--- src/rtl/rx_frame_sync_if.sv ---
// Serial-in / parallel-out bundle between the clock-recovery stage and the frame aligner.
// The master side drives the recovered bit stream, and the slave side returns aligned words.
interface rx_frame_sync_if #(
  parameter int WORD_WIDTH = 8
);
  logic                  clkStrobe;
  logic                  rxClocked;
  logic [WORD_WIDTH-1:0] dataOut;
  logic                  dataValid;
  logic                  frameStart;
  logic                  locked;
  logic                  syncErr;

  modport master (
    output clkStrobe, rxClocked,
    input  dataOut, dataValid, frameStart, locked, syncErr
  );

  modport slave (
    input  clkStrobe, rxClocked,
    output dataOut, dataValid, frameStart, locked, syncErr
  );
endinterface

--- src/rtl/rx_frame_sync.sv ---
// Frame aligner and deserializer: hunts for the sync word, confirms alignment over several frames,
// then emits data words with frame markers until repeated sync-slot misses force a new hunt.
module rx_frame_sync #(
  parameter int                    WORD_WIDTH  = 8,
  parameter logic [WORD_WIDTH-1:0] SYNC_WORD   = 8'hD5,
  parameter int                    FRAME_WORDS = 4,
  parameter int                    LOCK_COUNT  = 2,
  parameter int                    LOSS_COUNT  = 3
) (
  input logic           clk,
  input logic           rst,
  rx_frame_sync_if.slave bus
);

  localparam int BSW = $clog2(WORD_WIDTH + 1);
  localparam int BCW = $clog2(WORD_WIDTH);
  localparam int WCW = $clog2(FRAME_WORDS + 1);
  localparam int CCW = $clog2(LOCK_COUNT + 1);
  localparam int MCW = $clog2(LOSS_COUNT + 1);

  typedef enum logic [1:0] {
    HUNT   = 2'd0,
    VERIFY = 2'd1,
    LOCKED = 2'd2
  } stateT;

  stateT                 state, stateNext;
  logic [WORD_WIDTH-1:0] sr, srNext;
  logic [BSW-1:0]        bitsSeen, bitsSeenNext;
  logic [BCW-1:0]        bitCnt, bitCntNext;
  logic [WCW-1:0]        wordCnt, wordCntNext;
  logic [CCW-1:0]        confirmCnt, confirmCntNext;
  logic [MCW-1:0]        missCnt, missCntNext;
  logic [WORD_WIDTH-1:0] dataOutR, dataOutNext;
  logic                  dataValidR, dataValidNext;
  logic                  frameStartR, frameStartNext;
  logic                  lockedR, lockedNext;
  logic                  syncErrR, syncErrNext;
  logic                  syncMatch;

  // State and datapath registers; rst wins over any strobe in the same cycle.
  always_ff @(posedge clk) begin
    if (rst) begin
      state       <= HUNT;
      sr          <= '0;
      bitsSeen    <= '0;
      bitCnt      <= '0;
      wordCnt     <= '0;
      confirmCnt  <= '0;
      missCnt     <= '0;
      dataOutR    <= '0;
      dataValidR  <= 1'b0;
      frameStartR <= 1'b0;
      lockedR     <= 1'b0;
      syncErrR    <= 1'b0;
    end else begin
      state       <= stateNext;
      sr          <= srNext;
      bitsSeen    <= bitsSeenNext;
      bitCnt      <= bitCntNext;
      wordCnt     <= wordCntNext;
      confirmCnt  <= confirmCntNext;
      missCnt     <= missCntNext;
      dataOutR    <= dataOutNext;
      dataValidR  <= dataValidNext;
      frameStartR <= frameStartNext;
      lockedR     <= lockedNext;
      syncErrR    <= syncErrNext;
    end
  end

  // Next-state, counter and output decode; only a strobe advances anything but the pulses.
  always_comb begin
    stateNext      = state;
    srNext         = sr;
    bitsSeenNext   = bitsSeen;
    bitCntNext     = bitCnt;
    wordCntNext    = wordCnt;
    confirmCntNext = confirmCnt;
    missCntNext    = missCnt;
    dataOutNext    = dataOutR;
    dataValidNext  = 1'b0;
    frameStartNext = 1'b0;
    syncErrNext    = 1'b0;
    syncMatch      = 1'b0;

    if (bus.clkStrobe) begin
      srNext    = (sr << 1) | WORD_WIDTH'(bus.rxClocked);
      syncMatch = (srNext == SYNC_WORD);
      if (bitsSeen != BSW'(WORD_WIDTH)) begin
        bitsSeenNext = bitsSeen + BSW'(1);
      end else begin
        bitsSeenNext = bitsSeen;
      end

      case (state)
        HUNT: begin
          // bitsSeen keeps a zero sync word from matching the cleared shift register.
          if ((bitsSeenNext == BSW'(WORD_WIDTH)) && syncMatch) begin
            stateNext      = VERIFY;
            bitCntNext     = BCW'(0);
            wordCntNext    = WCW'(0);
            confirmCntNext = CCW'(0);
          end else begin
            stateNext = HUNT;
          end
        end
        VERIFY, LOCKED: begin
          if (bitCnt == BCW'(WORD_WIDTH - 1)) begin
            bitCntNext = BCW'(0);
            if (wordCnt == WCW'(FRAME_WORDS)) begin
              wordCntNext = WCW'(0);
              if (state == VERIFY) begin
                if (syncMatch) begin
                  confirmCntNext = confirmCnt + CCW'(1);
                  if (confirmCntNext == CCW'(LOCK_COUNT)) begin
                    stateNext   = LOCKED;
                    missCntNext = MCW'(0);
                  end else begin
                    stateNext = VERIFY;
                  end
                end else begin
                  syncErrNext = 1'b1;
                  stateNext   = HUNT;
                end
              end else begin
                // Tolerated misses keep frame timing; only LOSS_COUNT in a row drop lock.
                if (syncMatch) begin
                  missCntNext = MCW'(0);
                end else begin
                  syncErrNext = 1'b1;
                  missCntNext = missCnt + MCW'(1);
                  if (missCntNext == MCW'(LOSS_COUNT)) begin
                    stateNext = HUNT;
                  end else begin
                    stateNext = LOCKED;
                  end
                end
              end
            end else begin
              wordCntNext = wordCnt + WCW'(1);
              if (state == LOCKED) begin
                dataOutNext    = srNext;
                dataValidNext  = 1'b1;
                frameStartNext = (wordCnt == WCW'(0));
              end else begin
                dataOutNext = dataOutR;
              end
            end
          end else begin
            bitCntNext = bitCnt + BCW'(1);
          end
        end
        default: begin
          stateNext = HUNT;
        end
      endcase
    end else begin
      srNext = sr;
    end

    lockedNext = (stateNext == LOCKED);
  end

  assign bus.dataOut    = dataOutR;
  assign bus.dataValid  = dataValidR;
  assign bus.frameStart = frameStartR;
  assign bus.locked     = lockedR;
  assign bus.syncErr    = syncErrR;

endmodule

--- src/flat_wrapper.sv ---
// flat-port wrapper written by rule: the top's interface ports become plain ports
module rx_frame_sync_flat 
#(
  parameter int                    WORD_WIDTH  = 8,
  parameter logic [WORD_WIDTH-1:0] SYNC_WORD   = 8'hD5,
  parameter int                    FRAME_WORDS = 4,
  parameter int                    LOCK_COUNT  = 2,
  parameter int                    LOSS_COUNT  = 3
)
  (clk, rst, bus_clkStrobe, bus_rxClocked, bus_dataOut, bus_dataValid, bus_frameStart, bus_locked, bus_syncErr);
  rx_frame_sync_if #(.WORD_WIDTH(WORD_WIDTH)) bus_i ();
  input logic clk;
  input logic rst;
  input wire logic [$bits(bus_i.clkStrobe)-1:0] bus_clkStrobe;
  input wire logic [$bits(bus_i.rxClocked)-1:0] bus_rxClocked;
  output wire logic [$bits(bus_i.dataOut)-1:0] bus_dataOut;
  output wire logic [$bits(bus_i.dataValid)-1:0] bus_dataValid;
  output wire logic [$bits(bus_i.frameStart)-1:0] bus_frameStart;
  output wire logic [$bits(bus_i.locked)-1:0] bus_locked;
  output wire logic [$bits(bus_i.syncErr)-1:0] bus_syncErr;
  assign bus_i.clkStrobe = bus_clkStrobe;
  assign bus_i.rxClocked = bus_rxClocked;
  assign bus_dataOut = bus_i.dataOut;
  assign bus_dataValid = bus_i.dataValid;
  assign bus_frameStart = bus_i.frameStart;
  assign bus_locked = bus_i.locked;
  assign bus_syncErr = bus_i.syncErr;
  rx_frame_sync #(.WORD_WIDTH(WORD_WIDTH), .SYNC_WORD(SYNC_WORD), .FRAME_WORDS(FRAME_WORDS), .LOCK_COUNT(LOCK_COUNT), .LOSS_COUNT(LOSS_COUNT)) u_core (.clk(clk), .rst(rst), .bus(bus_i));
endmodule
--- config.mk ---
export PLATFORM = sky130hd
export DESIGN_NAME = rx_frame_sync_flat
export DESIGN_NICKNAME = d
export VERILOG_FILES = /design/src/rtl/rx_frame_sync_if.sv /design/src/rtl/rx_frame_sync.sv /design/src/flat_wrapper.sv
export SDC_FILE = /design/constraint.sdc
export NUM_CORES = 1
export LEC_CHECK = 0
export CORE_AREA = 5 5 59 66
export DETAILED_ROUTE_END_ITERATION = 6
export DIE_AREA = 0 0 64 71
export GPL_ROUTABILITY_DRIVEN = 0
export PLACE_DENSITY = 0.9
export SYNTH_ARGS = -nofsm -noshare
export SYNTH_HDL_FRONTEND = slang
export SYNTH_SLANG_ARGS = --single-unit
--- constraint.sdc ---
create_clock -name clk -period 5.9 [get_ports clk]
set_input_delay 0.59 -clock clk [delete_from_list [all_inputs] [get_ports clk]]
set_output_delay 0.59 -clock clk [all_outputs]
set_load 0.005 [all_outputs]
==> flow_metrics.py, run 1 <==
metrics = {
    "status": {
        "status": "complete, no violations",
    },
    "clock_network": {
        "cts_sinks": 35,
        "postCtsSetupBuffers": 0,
        "clkSlewWorstSetupHoldPaths_ns": 0.10,
        "root_buffer": "clkbuf_4",
        "worstSkewPairLatency_ns": 0.34,
        "ctsResizeCount": 0,
        "cts_buffers": 5,
        "htreeDepth": 2,
        "cts_tree": "yes",
        "ctsHoldBuffers": 0,
        "cts_buffer_depth": 2,
    },
    "logic_synthesis": {
        "syn_avg_cell_area_sq_um": 9.274,
        "syn_inst": 194,
        "syn_area_sq_um": 1799,
        "syn_nets": 211,
        "netlist_top_cells_area": "dfxtp_1, mux2i_1, ha_1",
        "yosysSeqAreaShare_pct": 38.94,
        "ys.flop_type": "dfxtp_1",
        "synth.distinct_cells": 42,
        "yosys.cell_count.top_type": "dfxtp_1",
        "netlist.area_leader.share_pct": 38.94,
        "async_flop_share_pct": 0,
        "ys_ff_latch": 35,
        "synth_warnings": 0,
        "synth_largest_area_cell": "dfxtp_1",
        "synth-edff-count": 0,
        "synthTopCellsByCount": "dfxtp_1, nor2_1, mux2i_1",
    },
    "cells_and_area": {
        "utilization_pct": 63.21,
        "layout-drive-gt1-share_pct": 6.731,
        "nNetsFinal": 224,
        "multi_input_area_sq_um": 1008,
        "fill_cells": 266,
        "layout.cells.non_filler": 244,
        "syn_to_final_growth_pct": 13.14,
        "seqCellArea_sq_um": 700.7,
        "antenna_cells": 0,
    },
    "setup_path": {
        "worst-endpoint-required_ns": 6.19,
        "worstPathCellList": "clkdlybuf4s50_1, nand2_1, or3_1, a211o_1, a21oi_1, and2_1",
        "cp_top_family": "buffers and inverters",
        "critPathArrivalTime_ns": 2.86,
        "cp-end-kind": "flop",
        "critPathMaxFanout": 19,
        "cp-startpoint": "bus_clkStrobe",
        "critPathKind": "primary input to flop",
        "max_stage_delay_ns": 1.01,
        "slowest_stage": "clkdlybuf4s50_1",
        "cp_num_buf_inv": 1,
        "start_kind": "primary input",
        "rr_startpoint": "u_core.state[1]",
    },
    "timing": {
        "fin_crit_ns": 2.575,
        "fmax_mhz": 388.3,
        "finalHoldViolCount": 0,
        "slew_violations": 0,
        "worst_pin_slew_ns": 0.9678,
        "setup_viol": 0,
        "totalNegativeSetupSlack_ns": 0,
        "fin_skew_ns": 0.004910,
        "min_period_over_period_pct": 43.65,
        "rsz0062_at_grt": "no",
        "relSlewSlack_pct": 35.27,
    },
    "floorplanning": {
        "die_h_um": 71,
        "ioPinCount": 16,
        "die-area_sq_um": 4544,
        "fp.coreArea_sq_um": 3221,
        "die_width_um": 64,
        "floorplan.initialDensity_pct": 55.87,
        "placementRows": 22,
    },
    "run": {
        "cap_violations": 0,
    },
    "power": {
        "p_total_uw": 443.5,
        "power.density_nw_per_um2": 217.9,
        "cellLeakagePower_nw": 0.8744,
        "max-vdd-ir-drop_mv": 0.1778,
    },
    "placement": {
        "dp_hpwl_um": 2334,
        "io_buffers": 15,
        "dp.cells": 236,
    },
    "global_routing": {
        "grt_overflow": 0,
        "grt_antenna_before_repair": 0,
        "first_global_vias": 1333,
        "grt_usage_pct": 16.17,
        "grt_pass1_wl_um": 5892,
        "grt_max_degree": 29,
    },
    "detailed_routing": {
        "routedWlPerCell_um": 13.82,
        "firstDrtPassIters": 4,
        "num_vias": 1401,
        "final_antenna_net_count": 0,
        "vias_per_cell": 5.742,
        "drc": 0,
        "drt-initial-drc-count": 86,
        "routed_wl_um": 3373,
    },
    "min_path": {
        "hold_start": "u_core.bitCnt[2]",
        "hold_class": "flop to flop",
    },
}
==> tightest hold or removal path, cell delays in order, from the launching register on <==
cell     delay (ns)
dfxtp_1        0.33
nand2_1        0.05
mux2i_1        0.06
==> cells by family (layout without fill, tap and decap cells) <==
logic type | Yosys count | count (layout) | synth area share, %
xor gates and xnor gates | 2 | 2 | 0.9738
and+or+nand+nor | 71 | 71 | 19.05
buffers and inverters | 21 | 35 | 5.006
adders and majority gates | 13 | 13 | 9.041
muxes | 25 | 25 | 14.12
DFF | 35 | 35 | 38.94
AOI/OAI and AO/OA | 27 | 27 | 12.86
==> flip-flops by register name (all words and copies together), names as in the netlist <==
name	flops
u_core.bus.dataOut	8
u_core.sr	7
u_core.bitsSeen	4
u_core.bitCnt	3
u_core.wordCnt	3
u_core.confirmCnt	2
u_core.missCnt	2
u_core.state	2
u_core.bus.dataValid	1
u_core.bus.frameStart	1
u_core.bus.locked	1
u_core.bus.syncErr	1
==> stage by stage <==
stage	area, sq um	worst slack, ns	hold slack [ns]
6_report	2036	3.325	0.4754
5_1_grt	2036	3.223	0.5070
2_1_floorplan	1799	3.861	0.4417
3_3_place_gp	1949	3.095	0.4520
4_1_cts	2036	3.362	0.4829
3_5_place_dp	1949	3.001	0.4654
==> cell type report <==
class	instances	area share, %
timing repair buffer	15	7.376
clock inverter	2	1.721
tap	36	2.213
sequential	35	34.42
clock buffer	6	2.520
inverter	12	2.213
multi-input combinational	138	49.54
==> where the power goes <==
group          switching (mW)  internal, mW  leakage [nW]  total [mW]
logic                  0.0131       0.00897         0.544      0.0221
registers             0.00329         0.238         0.282       0.242
clock network          0.0796         0.100        0.0482       0.180
==> metal layers <==
layer  global-route usage [%]  share of wire [%]
met1                    19.98                 46
met2                    25.81                 48
met3                    5.079                4.2
met4                    6.697                1.5
met5                        0                  0
==> final timing paths <==
check,cells past startpoint,end,slack (ns)
max,6,u_core.bus.locked,3.32
min,2,u_core.bitCnt[2],0.48
max reg2reg,7,u_core.bus.locked,3.71
min reg2reg,2,u_core.bitCnt[2],0.48
==> cells in the final DEF (no fill, tap or decap), drive strengths merged, types with 2 or more instances in the layout <==
master,n
nor2,26
nor4,4
mux2i,22
dfxtp,35
nor2b,3
clkdlybuf4s50,15
a21o,2
nand2,17
inv,12
o31ai,2
a211o,2
clkbuf,6
nand4,4
a21oi,7
ha,13
a2111oi,2
o21ai,4
and2,3
and3,2
mux2,3
nand3,5
No activity file was read; power rests on OpenSTA's default activity.
==> run 2: changes to the inputs <==
Settings changed: CORE_AREA 5 5 59 66 to 5 5 61 68, DIE_AREA 0 0 64 71 to 0 0 66 73, PLACE_DENSITY 0.9 to 0.85.
Clock period 5.9 ns to 2.6 ns, I/O delays scaled along.
==> flow_metrics.py, run 2 (same netlist as run 1, synthesis figures left out) <==
metrics = {
    "setup_path": {
        "worstPathCellList": "inv_1, ha_1, inv_1, or3_1, a211o_1, a21oi_1, and2_1",
        "critPathKind": "flop to flop",
        "r2r_cells": 7,
        "start_kind": "flop",
        "max_stage_delay_ns": 0.45,
        "critPathMaxFanout": 7,
        "critical_path_depth": 7,
        "crit_top_cell": "inv_1",
        "r2r_setup_slack_ns": 0.43,
        "rr_startpoint": "u_core.state[1]",
        "cp-end-kind": "flop",
        "worst-endpoint-required_ns": 2.84,
        "slowest_stage": "dfxtp_1",
        "cp_top_family": "simple AND/OR/NAND/NOR gates",
        "cp-startpoint": "u_core.state[1]",
        "critPathArrivalTime_ns": 2.41,
        "worstReg2RegEnd": "u_core.bus.locked",
        "cp_num_buf_inv": 2,
        "cp-endpoint": "u_core.bus.locked",
    },
    "timing": {
        "totalNegativeSetupSlack_ns": 0,
        "rsz0062_at_grt": "no",
        "worst_pin_slew_ns": 0.5666,
        "fmax_mhz": 461.4,
        "finalHoldViolCount": 0,
        "setup_viol": 0,
        "hold_ws_ns": 0.4719,
        "slew_violations": 0,
        "fin_skew_ns": 0.007600,
        "fin_crit_ns": 2.168,
        "relSlewSlack_pct": 62.12,
        "min_period_over_period_pct": 83.37,
        "setup_ws_ns": 0.4325,
    },
    "clock_network": {
        "cts_sinks": 35,
        "clkSlewWorstSetupHoldPaths_ns": 0.07,
        "cts_buffers": 5,
        "postCtsSetupBuffers": 0,
        "worstSkewPairLatency_ns": 0.30,
        "htreeDepth": 2,
        "ctsResizeCount": 0,
        "ctsHoldBuffers": 0,
        "root_buffer": "clkbuf_8",
        "cts_buffer_depth": 2,
        "cts_tree": "yes",
    },
    "detailed_routing": {
        "final_antenna_net_count": 0,
        "drc": 0,
        "vias_per_cell": 5.469,
        "routed_wl_um": 3491,
        "firstDrtPassIters": 4,
        "drt-initial-drc-count": 79,
        "num_vias": 1433,
        "routedWlPerCell_um": 13.32,
    },
    "power": {
        "p_total_mw": 1.192,
        "seqPwrFrac_pct": 46.0,
        "p_int_uw": 945.4,
        "max-vdd-ir-drop_mv": 0.4269,
        "power.density_nw_per_um2": 559.0,
        "netSwitchingPower_uw": 247.1,
        "switching_share_pct": 20.72,
        "cellLeakagePower_nw": 0.9111,
        "combPwrFrac_pct": 4.4,
        "clkPwrFrac_pct": 49.6,
    },
    "global_routing": {
        "grt_usage_pct": 16.36,
        "grt_overflow": 0,
        "grt_pass1_wl_um": 5975,
        "first_global_vias": 1334,
        "grt_antenna_before_repair": 0,
        "grt_max_degree": 27,
    },
    "floorplanning": {
        "floorplan.initialDensity_pct": 51.67,
        "die_h_um": 73,
        "die_width_um": 66,
        "fp.coreArea_sq_um": 3482,
        "placementRows": 23,
        "die-area_sq_um": 4818,
        "ioPinCount": 16,
    },
    "placement": {
        "dp_hpwl_um": 2476,
        "io_buffers": 15,
        "pre_cts_ws_ns": 0.1764,
    },
    "cells_and_area": {
        "largest_reg_flops": 8,
        "layout-drive-gt1-share_pct": 8.491,
        "layout_common_cells": "dfxtp_1, nor2_1, mux2i_1",
        "final_common_cell": "dfxtp_1",
        "nNetsFinal": 228,
        "multi_input_area_sq_um": 1008,
        "syn_to_final_growth_pct": 18.57,
        "seqCellArea_sq_um": 700.7,
        "fill_cells": 289,
        "antenna_cells": 0,
    },
    "min_path": {
        "hold_class": "flop to flop",
        "hold_depth": 2,
    },
    "status": {
        "status": "complete, no violations",
    },
    "run": {
        "cap_violations": 0,
    },
}
==> run 2: cell types whose count changed in the layout (fill, tap and decap cells not counted) <==
| cell | before | now |
|---|---|---|
| clkbuf_4 | 5 | 0 |
| clkinvlp_4 | 0 | 1 |
| clkbuf_8 | 1 | 5 |
| clkinv_2 | 1 | 0 |
| buf_4 | 0 | 4 |
| bufinv_16 | 1 | 2 |
==> run 2: worst register-to-register path: cells and delay by family, from the launching register on <==
| family | cells | cell delay [ns] |
|---|---|---|
| AND/OR/NAND/NOR | 2 | 0.58 |
| flip-flops | 1 | 0.45 |
| AO/OA/AOI/OAI | 2 | 0.44 |
| adder cells (fa/ha/maj) | 1 | 0.41 |
| buffers and inverters | 2 | 0.23 |
==> run 2: cell type report <==
class                      instances  area share (%)
timing repair buffer              19           8.446
sequential                        35           32.84
clock inverter                     3           3.167
clock buffer                       5           3.226
multi-input combinational        138           47.27
tap                               50           2.933
inverter                          12           2.111
==> run 2: power groups by stage <==
stage                     Combinational [mW]  Sequential (mW)  Clock [mW]
after floorplan                       0.0402            0.558           0
after global placement                0.0517            0.560           0
after detailed placement              0.0527            0.561           0
after CTS                             0.0527            0.548       0.602
after global routing                  0.0592            0.549       0.628
final                                 0.0528            0.548       0.592
==> run 2: worst min-delay path by stage <==
stage | from | slack (ns) | endpoint
detailed placement | u_core.bitCnt[2] | 0.47 | u_core.bitCnt[2]
CTS | u_core.bitCnt[2] | 0.48 | u_core.bitCnt[2]
global placement | u_core.bitCnt[1] | 0.45 | u_core.bitCnt[1]
floorplan | bus_rxClocked | 0.40 | u_core.bus.dataOut[0]
global route | u_core.bitCnt[2] | 0.50 | u_core.bitCnt[2]
finish | u_core.bitCnt[1] | 0.47 | u_core.bitCnt[1]
==> run 2: per-stage QoR <==
| stage | utilization, % | instances | cell area [sq um] |
|---|---|---|---|
| floorplan | - | 194 | 1799 |
| global placement | 57.35 | 254 | 1997 |
| detailed placement | 57.35 | 254 | 1997 |
| CTS | 61.26 | 262 | 2133 |
| global route | 61.26 | 262 | 2133 |
| finish | 61.26 | 262 | 2133 |
==> run 2: layer usage <==
metal | vias up | global-route usage (%) | part of all wire, %
met5 | - | 0 | 0
met4 | 0 | 8.578 | 3.2
met3 | 11 | 5.855 | 5.6
met2 | 45 | 25.72 | 48
met1 | 666 | 19.52 | 43
li1 | 711 | - | -
==> run 3: changes to the inputs <==
Clock period 2.6 ns to 2 ns, I/O delays scaled along.
==> flow_metrics.py, run 3 (same netlist as run 1, synthesis figures left out) <==
metrics = {
    "status": {
        "status": "complete, no violations",
    },
    "timing": {
        "totalNegativeSetupSlack_ns": 0,
        "min_period_over_period_pct": 98.26,
        "relSlewSlack_pct": 76.51,
        "finalHoldViolCount": 0,
        "slew_violations": 0,
        "worst_pin_slew_ns": 0.3515,
        "fin_crit_ns": 1.965,
        "setup_viol": 0,
        "fin_skew_ns": 0.004272,
        "fmax_mhz": 508.8,
        "hold_ws_ns": 0.4715,
    },
    "setup_path": {
        "critPathKind": "flop to flop",
        "start_kind": "flop",
        "r2r_cells": 7,
        "critPathMaxFanout": 4,
        "worst-endpoint-required_ns": 2.18,
        "cp-end-kind": "flop",
        "rr_startpoint": "u_core.bitsSeen[0]",
        "r2r_setup_slack_ns": 0.03,
        "critPathArrivalTime_ns": 2.15,
        "worstReg2RegEnd": "u_core.confirmCnt[0]",
        "cp-endpoint": "u_core.confirmCnt[0]",
        "max_stage_delay_ns": 0.44,
        "worstPathCellList": "inv_2, ha_4, a21oi_2, a211oi_4, o211ai_4, a2111oi_4, mux2_4",
        "cp-startpoint": "u_core.bitsSeen[0]",
        "slowest_stage": "a2111oi_4",
    },
    "clock_network": {
        "root_buffer": "clkbuf_8",
        "cts_buffers": 5,
        "cts_tree": "yes",
        "cts_sinks": 35,
        "cts_buffer_depth": 2,
        "htreeDepth": 2,
        "clkSlewWorstSetupHoldPaths_ns": 0.07,
        "worstSkewPairLatency_ns": 0.30,
        "ctsHoldBuffers": 0,
    },
    "detailed_routing": {
        "routed_wl_um": 3920,
        "final_antenna_net_count": 0,
        "drt-initial-drc-count": 130,
        "num_vias": 1524,
        "drc": 0,
        "routedWlPerCell_um": 14.00,
        "firstDrtPassIters": 4,
        "vias_per_cell": 5.443,
    },
    "floorplanning": {
        "placementRows": 23,
        "fp.coreArea_sq_um": 3482,
        "die_h_um": 73,
        "ioPinCount": 16,
        "die-area_sq_um": 4818,
        "die_width_um": 66,
        "floorplan.initialDensity_pct": 51.67,
    },
    "cells_and_area": {
        "largest_reg_flops": 8,
        "utilization_pct": 66.58,
        "nNetsFinal": 246,
        "layout_common_cells": "dfxtp_1, nor2_1, mux2i_1, buf_4, nand2_1",
        "syn_to_final_growth_pct": 28.86,
        "fill_cells": 265,
        "antenna_cells": 0,
        "layout-drive-gt1-share_pct": 20.87,
        "final_common_cell": "dfxtp_1",
    },
    "global_routing": {
        "grt_antenna_before_repair": 0,
        "grt_overflow": 0,
        "grt_pass1_wl_um": 6617,
        "first_global_vias": 1444,
        "grt_max_degree": 25,
        "grt_usage_pct": 18.14,
    },
    "power": {
        "combPwrFrac_pct": 6.6,
        "max-vdd-ir-drop_mv": 0.8577,
        "p_total_mw": 1.576,
        "cellLeakagePower_nw": 1.003,
        "clkPwrFrac_pct": 48.2,
        "seqPwrFrac_pct": 45.2,
        "power.density_nw_per_um2": 679.6,
        "switching_share_pct": 20.58,
        "netSwitchingPower_uw": 324.3,
        "p_int_mw": 1.251,
    },
    "run": {
        "cap_violations": 0,
    },
    "placement": {
        "dp_hpwl_um": 2791,
        "io_buffers": 15,
    },
    "min_path": {
        "hold_class": "flop to flop",
    },
}
## run 3: changes by cell type in the layout (fill, tap and decap cells not counted), sizes merged
cell / change
buf: +18
## run 3: layout make-up
type,instances,area (sq um),area share (%)
Multi-Input combinational cell,138,1056,45.55
Clock buffer,5,68.82,2.968
Clock inverter,3,67.56,2.914
Inverter,12,45.04,1.943
Sequential cell,35,703.2,30.33
Tap cell,50,62.56,2.698
Timing Repair Buffer,37,315.3,13.60
## run 3: repair_timing
action	4_1_cts	5_1_grt
pin swaps	2	3
resized for setup	0	14
setup endpoints to repair	2	5
buffers inserted	0	2
## run 3: worst max-delay path: cells and delay by family, from the launching register on
| family | cells | cell delay (ns) |
|---|---|---|
| AO/OA/AOI/OAI | 4 | 0.94 |
| adder cells (fa/ha/maj) | 1 | 0.15 |
| buffers and inverters | 1 | 0.08 |
| flip-flops | 1 | 0.33 |
| multiplexers | 1 | 0.33 |
## run 3: power groups by stage
| stage | clock [mW] | sequential, mW | combinational, mW |
|---|---|---|---|
| after floorplan | 0 | 0.725 | 0.0523 |
| after global placement | 0 | 0.725 | 0.0821 |
| after detailed placement | 0 | 0.726 | 0.0845 |
| after CTS | 0.775 | 0.709 | 0.0850 |
| after global routing | 0.809 | 0.712 | 0.113 |
| final | 0.760 | 0.712 | 0.104 |
## run 3: worst min path at each step
stage,cells after the start,slack [ns],from,end
floorplan,2,0.34,bus_rxClocked,u_core.bus.dataOut[0]
global placement,2,0.45,u_core.bitCnt[2],u_core.bitCnt[2]
detailed placement,2,0.47,u_core.bitCnt[1],u_core.bitCnt[1]
CTS,2,0.48,u_core.bitCnt[1],u_core.bitCnt[1]
global route,2,0.50,u_core.bitCnt[0],u_core.bitCnt[0]
finish,2,0.47,u_core.bitCnt[1],u_core.bitCnt[1]
## run 3: layer usage
layer,global-route usage [%],routed length [um]
met1,21.76,1555
met4,8.578,99
met2,30.18,2061
met3,4.622,203
met5,0,0
## run 3: per-stage QoR
stage	instances	worst slack, ns	instance area (sq um)
after floorplan	194	0.02729	1799
after global placement	270	-0.1057	2117
after detailed placement	270	-0.1555	2117
after CTS	278	0.03588	2253
after global routing	280	-0.02932	2318
final	280	0.03475	2318
